<file path="config.mk">
export PLATFORM = sky130hd
export DESIGN_NAME = mul_div_unit
export DESIGN_NICKNAME = d
export VERILOG_FILES = /design/src/rtl/mul_div_unit.sv
export SDC_FILE = /design/constraint.sdc
export NUM_CORES = 1
export LEC_CHECK = 0
export CORE_MARGIN = 1
export CORE_UTILIZATION = 60
export DETAILED_ROUTE_END_ITERATION = 8
export PLACE_DENSITY = 0.83
export SLEW_MARGIN = 0
export SYNTH_ARGS = -nofsm -noshare
export SYNTH_HDL_FRONTEND = slang
export SYNTH_SLANG_ARGS = --single-unit
</file>
<file path="constraint.sdc">
create_clock -name clk -period 6.65 [get_ports clk]
set_input_delay 1.995 -clock clk [delete_from_list [all_inputs] [get_ports clk]]
set_output_delay 1.995 -clock clk [all_outputs]
set_load 0.01 [all_outputs]
</file>
<file path="src/rtl/mul_div_unit.sv">
// Iterative multiply/divide unit with HI/LO result registers (MULT/MULTU/DIV/DIVU/MTHI/MTLO).
// Define MDU_FAST_MUL_EN to compute products in a single combinational step instead of iterating.
module mul_div_unit #(
  parameter int WIDTH = 32
) (
  input  logic             clk,
  input  logic             rst,
  input  logic             start,
  input  logic [1:0]       op,
  input  logic [WIDTH-1:0] a,
  input  logic [WIDTH-1:0] b,
  input  logic             hi_we,
  input  logic             lo_we,
  input  logic [WIDTH-1:0] wdata,
  output logic             busy,
  output logic             done,
  output logic             div_zero,
  output logic [WIDTH-1:0] hi,
  output logic [WIDTH-1:0] lo
);

  localparam int CW = $clog2(WIDTH + 1);

  typedef enum logic [1:0] {
    S_IDLE,
    S_PREP,
    S_RUN,
    S_FIN
  } state_t;

  state_t               state_q, state_d;
  logic [1:0]           op_q, op_d;
  logic [WIDTH-1:0]     a_q, a_d;
  logic [WIDTH-1:0]     b_q, b_d;
  logic [WIDTH-1:0]     m_q, m_d;
  logic [2*WIDTH-1:0]   acc_q, acc_d;
  logic [CW-1:0]        cnt_q, cnt_d;
  logic                 res_neg_q, res_neg_d;
  logic                 rem_neg_q, rem_neg_d;
  logic                 div_zero_q, div_zero_d;
  logic                 done_q, done_d;
  logic [WIDTH-1:0]     hi_q, hi_d;
  logic [WIDTH-1:0]     lo_q, lo_d;

  logic                 accept;
  logic                 is_div;
  logic                 is_signed;
  logic                 b_zero;
  logic [WIDTH-1:0]     mag_a, mag_b;
  logic [WIDTH:0]       mul_sum;
  logic [2*WIDTH-1:0]   mul_step;
  logic [WIDTH:0]       div_trial;
  logic [2*WIDTH-1:0]   div_step;
  logic [2*WIDTH-1:0]   prod_fix;
  logic [WIDTH-1:0]     quo_fix, rem_fix;

  // The done cycle is still IDLE, but a start seen there waits one more cycle.
  assign accept    = (state_q == S_IDLE) && start && !done_q;
  assign is_div    = op_q[1];
  assign is_signed = ~op_q[0];
  assign b_zero    = (b_q == '0);

  // Two's complement magnitude; MIN maps to itself and is then read as unsigned.
  assign mag_a = (is_signed && a_q[WIDTH-1]) ? -a_q : a_q;
  assign mag_b = (is_signed && b_q[WIDTH-1]) ? -b_q : b_q;

  // Shift-add: conditionally add the multiplicand into the upper half, then shift right.
  assign mul_sum  = {1'b0, acc_q[2*WIDTH-1:WIDTH]} + {1'b0, (acc_q[0] ? m_q : '0)};
  assign mul_step = {mul_sum, acc_q[WIDTH-1:1]};

  // Restoring division: upper half is the partial remainder, lower half shifts dividend out / quotient in.
  assign div_trial = {acc_q[2*WIDTH-1:WIDTH], acc_q[WIDTH-1]} - {1'b0, m_q};
  assign div_step  = div_trial[WIDTH]
                   ? {acc_q[2*WIDTH-2:WIDTH], acc_q[WIDTH-1], acc_q[WIDTH-2:0], 1'b0}
                   : {div_trial[WIDTH-1:0], acc_q[WIDTH-2:0], 1'b1};

  assign prod_fix = res_neg_q ? -acc_q : acc_q;
  assign quo_fix  = res_neg_q ? -acc_q[WIDTH-1:0] : acc_q[WIDTH-1:0];
  assign rem_fix  = rem_neg_q ? -acc_q[2*WIDTH-1:WIDTH] : acc_q[2*WIDTH-1:WIDTH];

  always_ff @(posedge clk) begin
    if (rst) begin
      state_q <= S_IDLE;
    end else begin
      state_q <= state_d;
    end
  end

  always_comb begin
    state_d = state_q;
    unique case (state_q)
      S_IDLE: if (accept) state_d = S_PREP;
      S_PREP: begin
        if (is_div && b_zero) begin
          state_d = S_FIN;
        end else begin
`ifdef MDU_FAST_MUL_EN
          state_d = is_div ? S_RUN : S_FIN;
`else
          state_d = S_RUN;
`endif
        end
      end
      S_RUN:  if (cnt_q == CW'(1)) state_d = S_FIN;
      S_FIN:  state_d = S_IDLE;
      default: state_d = S_IDLE;
    endcase
  end

  always_comb begin
    busy     = (state_q != S_IDLE);
    done     = done_q;
    div_zero = div_zero_q;
    hi       = hi_q;
    lo       = lo_q;
  end

  // NOTE: every _d takes its _q value first, so no path through this block can infer a latch.
  always_comb begin
    op_d       = op_q;
    a_d        = a_q;
    b_d        = b_q;
    m_d        = m_q;
    acc_d      = acc_q;
    cnt_d      = cnt_q;
    res_neg_d  = res_neg_q;
    rem_neg_d  = rem_neg_q;
    div_zero_d = div_zero_q;
    done_d     = 1'b0;
    hi_d       = hi_q;
    lo_d       = lo_q;

    unique case (state_q)
      S_IDLE: begin
        if (accept) begin
          op_d       = op;
          a_d        = a;
          b_d        = b;
          div_zero_d = 1'b0;
        end else if (!start) begin
          if (hi_we) hi_d = wdata;
          if (lo_we) lo_d = wdata;
        end
      end
      S_PREP: begin
        m_d       = is_div ? mag_b : mag_a;
        acc_d     = {{WIDTH{1'b0}}, (is_div ? mag_a : mag_b)};
        cnt_d     = CW'(WIDTH);
        res_neg_d = is_signed && (a_q[WIDTH-1] ^ b_q[WIDTH-1]);
        rem_neg_d = is_signed && a_q[WIDTH-1];
`ifdef MDU_FAST_MUL_EN
        if (!is_div) acc_d = {{WIDTH{1'b0}}, mag_a} * {{WIDTH{1'b0}}, mag_b};
`endif
      end
      S_RUN: begin
        cnt_d = cnt_q - CW'(1);
        acc_d = is_div ? div_step : mul_step;
      end
      S_FIN: begin
        done_d = 1'b1;
        if (!is_div) begin
          {hi_d, lo_d} = prod_fix;
        end else if (b_zero) begin
          hi_d       = a_q;
          lo_d       = '1;
          div_zero_d = 1'b1;
        end else begin
          hi_d = rem_fix;
          lo_d = quo_fix;
        end
      end
      default: ;
    endcase
  end

  // NOTE: sequential state uses <= so every flop samples the pre-edge value of its peers.
  always_ff @(posedge clk) begin
    if (rst) begin
      op_q       <= '0;
      a_q        <= '0;
      b_q        <= '0;
      m_q        <= '0;
      acc_q      <= '0;
      cnt_q      <= '0;
      res_neg_q  <= 1'b0;
      rem_neg_q  <= 1'b0;
      div_zero_q <= 1'b0;
      done_q     <= 1'b0;
      hi_q       <= '0;
      lo_q       <= '0;
    end else begin
      op_q       <= op_d;
      a_q        <= a_d;
      b_q        <= b_d;
      m_q        <= m_d;
      acc_q      <= acc_d;
      cnt_q      <= cnt_d;
      res_neg_q  <= res_neg_d;
      rem_neg_q  <= rem_neg_d;
      div_zero_q <= div_zero_d;
      done_q     <= done_d;
      hi_q       <= hi_d;
      lo_q       <= lo_d;
    end
  end

endmodule

</file>
==> impl_results.md, run 1 <==
* Internal power at 0.00392 W
* Crit path max fanout at 24
* Crit path DAT at 4.95 ns
* Pin count of the biggest net entering global routing at 84
* Avg Inst Size Synth at 7.37 um2
* Setup CP Type: register to register
* Root buffer cell: clkbuf_16
* Port bufs at 169
* Cells after Synth at 2381
* Reg-to-reg endpoint: acc_q[60]
* FILL cells at 2422
* Max Clock Skew at 0.0228 ns
* Most frequent cells after synthesis: nand2_1 (342), nor2_1 (287), a21oi_1 (254)
* Startpoint types: register
* Final total power at 0.00721 W
* CTS Buf Count at 27
* Clock share of power at 20.7%
* Seq/Total Area, Yosys at 27.1%
* Final Wtd Congestion at 1.02
* Period minus WS final at 4.53 ns
* Cell taking the most area after synthesis: dfxtp_1
* PD cells at 358 nW/um2
* Main synth FF type: dfxtp_1
* Synth area leaders: dfxtp_1 (27%), nand2_1 (7.3%), a21oi_1 (7.2%), nor2_1 (6.1%), xnor2_1 (5.6%)
* Via count at 18900
* Hold Path Class: register to register
* Outcome: finished, final reports clean
* Synth top area share at 27.1%
* Clk slew on worst S/H paths at 0.07 ns
* Critical Path End: acc_q[60]
* Sw frac at 45.6%
* Total GRT Usage at 42.4%
* Length of the first detailed-routing pass in iterations at 5
* Synth Warn # at 0
* Synth Cell Area at 17500 um2
* Wire length per cell after detailed routing at 23.0 um
* Slew @ Worst Pin at 1.28 ns
* Vias per cell at 6.63
* Flops & latches, synth at 238
* Clk Latency, worst-skew pair at 0.55 ns
* Wirelength, routed at 65300 um
* DP Wirelength at 48900 um
* Flop pwr share at 29.0%
* Final Setup Violations at 0
* Die ar. at 29900 um2
* Max clock buf depth at 3
* EDFF count, synth at 0
* R2R depth at 15
* Syn Nets at 2560
* Starting Density at 61.1%
* Initial DRC Count at 2545
* Post-layout util at 70.3%
* DRC at 0
* Max Freq at 221 MHz
* Worst setup EP type: register
* LEAKAGE at 7.88 nW
* Count leader, synth: nand2_1
* Die height at 173 um
* R2R setup slack at 2.12 ns
* CTS H-tree depth at 1
* Max Slew Vio Count at 0
* CTS tree: built
* Worst rel slew slack at 14.3%
* Final period utilization at 68.1%
* Die Wd at 173 um
* Cell variety after synth at 77
* RSZ-0062 raised after global routing: false
* Vias in the first global route at 17300
* Max_cap viols at 0
* # IOs at 170
* Standard-cell row count at 62
* Final ANT Viol Nets at 0
* Layout cells sized above 1 at 5.25%
* Post-CTS sizing at 0
* Total grt overflow at 0
* Sw power at 0.00329 W
* First-pass GRT wire length at 99900 um
* Initial antenna violation count at 1
* Hold Buf Count CTS at 0
* Area growth syn-to-layout at 14.9%
* NumNets Final at 2617
* Comb pwr share at 50.3%
* Setup tns final at 0 ns
* Worst EP required at 7.08 ns
* Hold Violations, Final at 0
* Crit. Startpoint: acc_q[0]
* Sink Count at 238
* Ys async rst share at 0%
* Reg2reg start: acc_q[0]
* Postcts setup bufs at 0
* Core area at 28700 um2
* VDD IR-drop max at 0.240 mV
## area by class of cell
| class | count | area [um2] | share of cell area [%] |
|---|---|---|---|
| inverters | 72 | 270 | 1.34 |
| clock buffers | 39 | 781 | 3.87 |
| multi-input cells | 1906 | 11900 | 59.0 |
| flip-flops and latches | 238 | 4770 | 23.6 |
| clock inverters | 9 | 90.1 | 0.447 |
| repair buffers | 193 | 1870 | 9.29 |
| diodes | 1 | 2.50 | 0.0124 |
| well taps | 384 | 480 | 2.38 |
## cell usage in the layout (no fill, tap or decap), types with 16 or more instances in the layout
| cell type | synthesis | final |
|---|---|---|
| nand2_1 | 342 | 342 |
| nor2_1 | 287 | 285 |
| a21oi_1 | 254 | 253 |
| dfxtp_1 | 238 | 236 |
| clkdlybuf4s50_1 | 0 | 168 |
| o21ai_0 | 149 | 149 |
| xnor2_1 | 113 | 112 |
| ha_1 | 74 | 73 |
| xor2_1 | 72 | 72 |
| inv_1 | 70 | 69 |
| nor3_1 | 62 | 62 |
| a21o_1 | 38 | 38 |
| o221ai_1 | 37 | 37 |
| mux2i_1 | 32 | 32 |
| a211oi_1 | 32 | 32 |
| o31ai_1 | 30 | 30 |
| o211ai_1 | 29 | 29 |
| clkbuf_16 | 0 | 27 |
| nand3_1 | 26 | 26 |
| nor2b_1 | 25 | 25 |
| mux4_2 | 24 | 24 |
| buf_4 | 0 | 24 |
| nand2b_1 | 23 | 23 |
| or3_1 | 21 | 21 |
| nor4_1 | 16 | 16 |
## kinds of logic (layout without fill, tap and decap cells)
logic type | count (synthesis) | in the layout | share of synthesized area (%)
AO/OA/AOI/OAI | 696 | 696 | 24.9
XOR/XNOR | 185 | 185 | 9.23
adder cells (fa/ha/maj) | 76 | 76 | 5.50
buffers and inverters | 237 | 313 | 5.21
flip-flops | 238 | 238 | 27.1
multiplexers | 64 | 64 | 5.50
other | 0 | 1 | 0
AND/OR/NAND/NOR | 885 | 885 | 22.5
## state kept, by name, indices dropped and copies added, names as in the netlist, 6 cells and up
name and cells:
a_q 32, acc_q 64, b_q 32, cnt_q 6, hi 32, lo 32, m_q 32
## routing by layer
layer | routed length [um] | track usage (%) | up-vias | part of all wire [%]
met5 | 13 | 0 | - | 0.020
met4 | 4100 | 23.6 | 2 | 6.3
met3 | 6950 | 6.33 | 225 | 11
met2 | 27700 | 64.0 | 1223 | 42
met1 | 26600 | 58.0 | 8805 | 41
li1 | - | - | 8599 | -
## how the worst min path moves through the flow
stage | to | depth (start not counted) | slack [ns] | startpoint
after global routing | hi[23] | 2 | 0.48 | hi[23]
after detailed placement | hi[23] | 2 | 0.43 | hi[23]
after floorplan | m_q[11] | 2 | 0.44 | m_q[11]
after global placement | hi[23] | 2 | 0.43 | hi[23]
after CTS | hi[23] | 2 | 0.44 | hi[23]
final | hi[23] | 2 | 0.44 | hi[23]
## stage by stage
| step | cells | instance area, um2 | hold WS, ns | worst slack [ns] |
|---|---|---|---|---|
| after floorplan | 2381 | 17500 | 0.441 | 3.12 |
| after global placement | 2793 | 19300 | 0.429 | 2.26 |
| after detailed placement | 2793 | 19300 | 0.433 | 2.15 |
| after CTS | 2841 | 20200 | 0.441 | 2.31 |
| after global routing | 2841 | 20200 | 0.477 | 1.84 |
| final | 2842 | 20200 | 0.443 | 2.12 |
## power by group through the flow
stage          Sequential (W)  Combinational [W]  Clock [W]
5_1_grt               0.00211            0.00392    0.00154
2_1_floorplan         0.00193            0.00259          0
6_report              0.00209            0.00363    0.00149
3_5_place_dp          0.00209            0.00350          0
3_3_place_gp          0.00208            0.00343          0
4_1_cts               0.00206            0.00353    0.00148
## worst max-delay path, stage by stage (launching register included)
cell      delay (ns)
dfxtp_1         0.40
inv_1           0.28
buf_4           0.35
nor2_1          0.09
ha_1            0.36
o21ai_0         0.14
o21ai_0         0.21
a31oi_1         0.20
o31ai_1         0.25
buf_4           0.19
a41oi_1         0.18
o41ai_1         0.96
a211oi_1        0.22
xor2_1          0.23
nor2_1          0.06
a221o_1         0.27
(Power assumes the default switching activity.)
==> inputs of run 2 (changes only) <==
--- a/config.mk
+++ b/config.mk
@@ -6,9 +6,9 @@
 export NUM_CORES = 1
 export LEC_CHECK = 0
 export CORE_MARGIN = 1
-export CORE_UTILIZATION = 60
+export CORE_UTILIZATION = 53
 export DETAILED_ROUTE_END_ITERATION = 8
-export PLACE_DENSITY = 0.83
+export PLACE_DENSITY = 0.78
 export SLEW_MARGIN = 0
 export SYNTH_ARGS = -nofsm -noshare
 export SYNTH_HDL_FRONTEND = slang
==> constraint.sdc (replaced) <==
create_clock -name clk -period 3.98 [get_ports clk]
set_input_delay 1.194 -clock clk [delete_from_list [all_inputs] [get_ports clk]]
set_output_delay 1.194 -clock clk [all_outputs]
set_load 0.01 [all_outputs]
==> run 2 against run 1 <==
Fmax rose by 20%. Clock skew shrank 0.00074 ns. Wire length grew 2.9%. Total power up 72%. Register-to-register slack got worse by 1.9 ns. First-iteration DRC count down 9.0%. Sequential share of layout area shrank 0.64 points. Die area up 13%. Highest routed layer is now met4.
==> impl_results.md, run 2 (synthesized netlist as in run 1, its figures left out) <==
* Area growth syn-to-layout at 18.1%
* Clk Latency, worst-skew pair at 0.57 ns
* NumNets Final at 2676
* Die ar. at 33800 um2
* Clk slew on worst S/H paths at 0.06 ns
* Vias per cell at 6.41
* Final Wtd Congestion at 1.05
* Final Setup Violations at 0
* Period minus WS final at 3.76 ns
* PD cells at 598 nW/um2
* DP Wirelength at 51200 um
* Standard-cell row count at 66
* Final ANT Viol Nets at 0
* Final Non-Filler Cells at 2960
* First-pass GRT wire length at 101000 um
* Core area at 32500 um2
* Final total power at 0.0124 W
* DP Area at 19800 um2
* Setup CP Type: register to register
* Hold Path Class: register to register
* Total GRT Usage at 39.0%
* Port bufs at 169
* Via count at 19000
* RSZ-0062 raised after global routing: false
* Outcome: finished, final reports clean
* Max reg flops at 64
* Setup tns final at 0 ns
* Initial antenna violation count at 1
* Layout cells sized above 1 at 7.47%
* Clock share of power at 20.3%
* Max Freq at 266 MHz
* Vias in the first global route at 17100
* Comb pwr share at 51.9%
* Pin count of the biggest net entering global routing at 89
* Worst rel slew slack at 23.7%
* Slew @ Worst Pin at 1.14 ns
* Wire length per cell after detailed routing at 22.7 um
* Internal power at 0.00674 W
* Max clock buf depth at 3
* Startpoint types: register
* CTS tree: built
* DRC at 0
* Root buffer cell: clkbuf_16
* Worst setup EP type: register
* Inst Count DP at 2909
* Sink Count at 238
* Post-Place Setup Slack at 0.222 ns
* Sw power at 0.00566 W
* Crit path DAT at 4.17 ns
* Worst setup margin at 0.220 ns
* Max Clock Skew at 0.0221 ns
* Hold Violations, Final at 0
* Max_cap viols at 0
* Wirelength, routed at 67200 um
* Initial DRC Count at 2317
* Final period utilization at 94.5%
* Hold Buf Count CTS at 0
* Total grt overflow at 0
* Most frequent cells in the layout: nand2_1 (342), nor2_1 (285), a21oi_1 (253), dfxtp_1 (236), clkdlybuf4s50_1 (168)
* Postcts setup bufs at 0
* Flop pwr share at 27.7%
* Worst EP required at 4.39 ns
* Max Slew Vio Count at 0
* Most common cell after layout, fill and taps aside: nand2_1
* Sw frac at 45.6%
* Starting Density at 53.9%
* LEAKAGE at 8.21 nW
* # IOs at 170
* Finished Cell Area at 20700 um2
* Length of the first detailed-routing pass in iterations at 6
* Crit path max fanout at 43
* Die height at 184 um
* Largest register by flop count: acc_q
* VDD IR-drop max at 0.430 mV
* CTS Buf Count at 28
* Die Wd at 184 um
* CTS H-tree depth at 1
## run 2: cell types whose count changed in the layout (fill, tap and decap cells not counted), sizes merged
cell / before / now
clkinv: 8 / 11
clkbuf: 39 / 38
buf: 25 / 83
## run 2: final timing paths
kind,start,slack [ns],depth (start not counted),to
setup reg to reg,acc_q[32],0.22,14,acc_q[35]
hold / removal,hi[24],0.44,2,hi[24]
setup / recovery,acc_q[32],0.22,14,acc_q[35]
hold reg to reg,hi[24],0.44,2,hi[24]
## run 2: layout make-up
| class | count | area, um2 |
|---|---|---|
| Antenna cell | 1 | 2.50 |
| Clock buffer | 38 | 778 |
| Clock inverter | 12 | 115 |
| Fill cell | 2912 | 11800 |
| Inverter | 72 | 270 |
| Multi-Input combinational cell | 1906 | 11900 |
| Sequential cell | 238 | 4770 |
| Tap cell | 442 | 553 |
| Timing Repair Buffer | 251 | 2350 |
## run 2: critical path: stages, from the launching register on
cell and delay, ns:
dfxtp_1 0.52, inv_1 0.14, fa_1 0.44, nand2b_1 0.18, a21o_1 0.18, a32oi_1 0.29
a311oi_1 0.23, o221a_2 0.31, a21oi_1 0.23, xnor2_2 0.31, buf_12 0.29, buf_4 0.17
a211oi_1 0.04, a21oi_1 0.13, o21ai_0 0.10
## run 2: through the flow
step,hold slack (ns),util (%)
CTS,0.447,63.7
global placement,0.428,61.0
global route,0.458,63.7
floorplan,0.441,-
finish,0.444,63.7
detailed placement,0.439,61.0
## run 2: per-layer routing
| metal | track usage (%) | wire [um] | up-vias |
|---|---|---|---|
| li1 | - | - | 8684 |
| met1 | 53.4 | 27700 | 8832 |
| met2 | 55.9 | 26900 | 1248 |
| met3 | 8.40 | 8230 | 199 |
| met4 | 23.5 | 4410 | 0 |
| met5 | 0 | 0 | - |
## run 2: power groups by stage
stage          Clock [W]  Combinational (W)  Sequential [W]
6_report         0.00252            0.00644         0.00344
2_1_floorplan          0            0.00433         0.00322
4_1_cts          0.00252            0.00625         0.00340
5_1_grt          0.00262            0.00691         0.00347
3_3_place_gp           0            0.00612         0.00342
3_5_place_dp           0            0.00619         0.00345
## run 2: repair_timing
action,in CTS,in global routing
setup endpoints to repair,0,1
resized for setup,0,1
hold endpoints to repair,0,0
==> inputs of run 3 (changes only) <==
--- a/config.mk
+++ b/config.mk
@@ -6,10 +6,9 @@
 export NUM_CORES = 1
 export LEC_CHECK = 0
 export CORE_MARGIN = 1
-export CORE_UTILIZATION = 53
+export CORE_UTILIZATION = 60
 export DETAILED_ROUTE_END_ITERATION = 8
-export PLACE_DENSITY = 0.78
-export SLEW_MARGIN = 0
+export PLACE_DENSITY = 0.83
 export SYNTH_ARGS = -nofsm -noshare
 export SYNTH_HDL_FRONTEND = slang
 export SYNTH_SLANG_ARGS = --single-unit
==> constraint.sdc (replaced) <==
create_clock -name clk -period 4.8 [get_ports clk]
set_input_delay 1.44 -clock clk [delete_from_list [all_inputs] [get_ports clk]]
set_output_delay 1.44 -clock clk [all_outputs]
set_load 0.01 [all_outputs]
==> run 3 against run 2 <==
Final cell count decreased by 3.2%. Wire length decreased by 1.6%. Flip-flop and latch count unchanged. Worst hold slack improved by 0.0053 ns. Worst setup slack improved by 0.59 ns. Fmax decreased by 5.7%. Global-route usage increased by 4.1 points. Clock power about the same. Critical path type unchanged.
==> impl_results.md, run 3 (synthesized netlist as in run 1, its figures left out) <==
* Wirelength, routed at 66100 um
* Setup tns final at 0 ns
* Most common cell after layout, fill and taps aside: nand2_1
* Final period utilization at 83.0%
* Die Wd at 173 um
* Final Non-Filler Cells at 2865
* NumNets Final at 2639
* RSZ-0062 raised after global routing: false
* Most frequent cells in the layout: nand2_1 (342), nor2_1 (285), a21oi_1 (253), dfxtp_1 (236), clkdlybuf4s50_1 (168)
* Max_cap viols at 0
* Crit path largest cell delay at 0.57 ns
* Vias in the first global route at 17400
* Hold Buf Count CTS at 0
* Hold Violations, Final at 0
* Die height at 173 um
* Outcome: finished, final reports clean
* Pin count of the biggest net entering global routing at 81
* Max Clock Skew at 0.0218 ns
* Final ANT Viol Nets at 0
* Post-CTS sizing at 0
* Final Setup Violations at 0
* Hold Path Class: register to register
* Largest register by flop count: acc_q
* Critical-path cell list: inv_1, fa_1, nand2b_1, a21o_1, a32oi_1, a311oi_1, o221a_2, a21oi_1, xnor2_2, buf_12, o21ai_0, a221o_1
* Number of diodes at 0
* CTS Buf Count at 28
* First-pass GRT wire length at 102000 um
* VDD IR-drop max at 0.430 mV
* Layout cells sized above 1 at 6.29%
* Length of the first detailed-routing pass in iterations at 6
* # IOs at 170
* PD cells at 511 nW/um2
* Die ar. at 29900 um2
* LEAKAGE at 8.10 nW
* Sink Count at 238
* Slew @ Worst Pin at 1.14 ns
* DP Wirelength at 49900 um
* Initial antenna violation count at 1
* Total grt overflow at 0
* Max Freq at 251 MHz
* Postcts setup bufs at 0
* Root buffer cell: clkbuf_16
* Standard-cell row count at 62
* Area growth syn-to-layout at 17.1%
* Max clock buf depth at 3
* Max Slew Vio Count at 0
* Crit path DAT at 4.44 ns
* Worst setup EP type: register
* CTS tree: built
* Setup CP Type: register to register
* Clk Latency, worst-skew pair at 0.58 ns
* Final Wtd Congestion at 1.02
* Wire length per cell after detailed routing at 23.1 um
* Clk slew on worst S/H paths at 0.07 ns
* Slowest CP cell: dfxtp_1
* Inst Count DP at 2814
* Worst rel slew slack at 23.2%
* Startpoint types: register
* Total GRT Usage at 43.1%
* Port bufs at 169
* Max reg flops at 64
* Via count at 19100
* Starting Density at 61.1%
* FILL cells at 2352
* Worst EP required at 5.25 ns
* Core area at 28700 um2
* Crit path max fanout at 35
* Period minus WS final at 3.99 ns
* Vias per cell at 6.66
* DRC at 0
* CTS H-tree depth at 1
* Initial DRC Count at 2625
## run 3: cell count changes in the layout (fill, tap and decap cells not counted), sizes merged
cell    delta
buf       -37
bufinv     +7
clkbuf     -2
clkinv     -4
diode      -1
## run 3: per-stage QoR
stage / utilization [%] / worst slack, ns / power [W] / hold slack, ns / instance area, um2
after floorplan: - / 1.27 / 0.00626 / 0.441 / 17500
after global placement: 67.8 / 1.02 / 0.00772 / 0.436 / 19500
after detailed placement: 67.8 / 0.929 / 0.00782 / 0.439 / 19500
after CTS: 71.6 / 0.880 / 0.0103 / 0.449 / 20600
after global routing: 71.6 / 0.556 / 0.0110 / 0.467 / 20600
final: 71.6 / 0.814 / 0.0105 / 0.449 / 20600
## run 3: layer usage
metal	track usage, %	up-vias	routed length (um)
met5	0	-	0
met4	22.8	0	4220
met3	8.47	249	7890
met2	65.5	1317	27800
met1	58.0	8893	26200
li1	-	8629	-
## run 3: where the power goes
part	internal (W)	total [W]	switching [W]
combinational	0.00197	0.00513	0.00316
sequential	0.00233	0.00288	0.000550
clock	0.00158	0.00250	0.000917
## run 3: area by class of cell
class / instances / area (um2) / share of cell area [%]
clock buffers: 36 / 781 / 3.80
repair buffers: 214 / 2040 / 9.94
flip-flops and latches: 238 / 4770 / 23.2
clock inverters: 15 / 305 / 1.49
multi-input cells: 1906 / 11900 / 57.9
well taps: 384 / 480 / 2.34
inverters: 72 / 270 / 1.31
## run 3: path summary, 6_finish.rpt
path,start,end,slack [ns],cells past startpoint
max reg2reg,acc_q[32],acc_q[44],0.81,12
min reg2reg,lo[17],lo[17],0.45,2
min,lo[17],lo[17],0.45,2
max,acc_q[32],acc_q[44],0.81,12
## run 3: critical path: cells and delay by family (launching register included)
kind            cells  cell delay, ns
compound gates      7            1.77
xor+xnor            1            0.44
fa+ha+maj           1            0.45
buf+inv             2            0.45
flops               1            0.57
simple gates        1            0.18
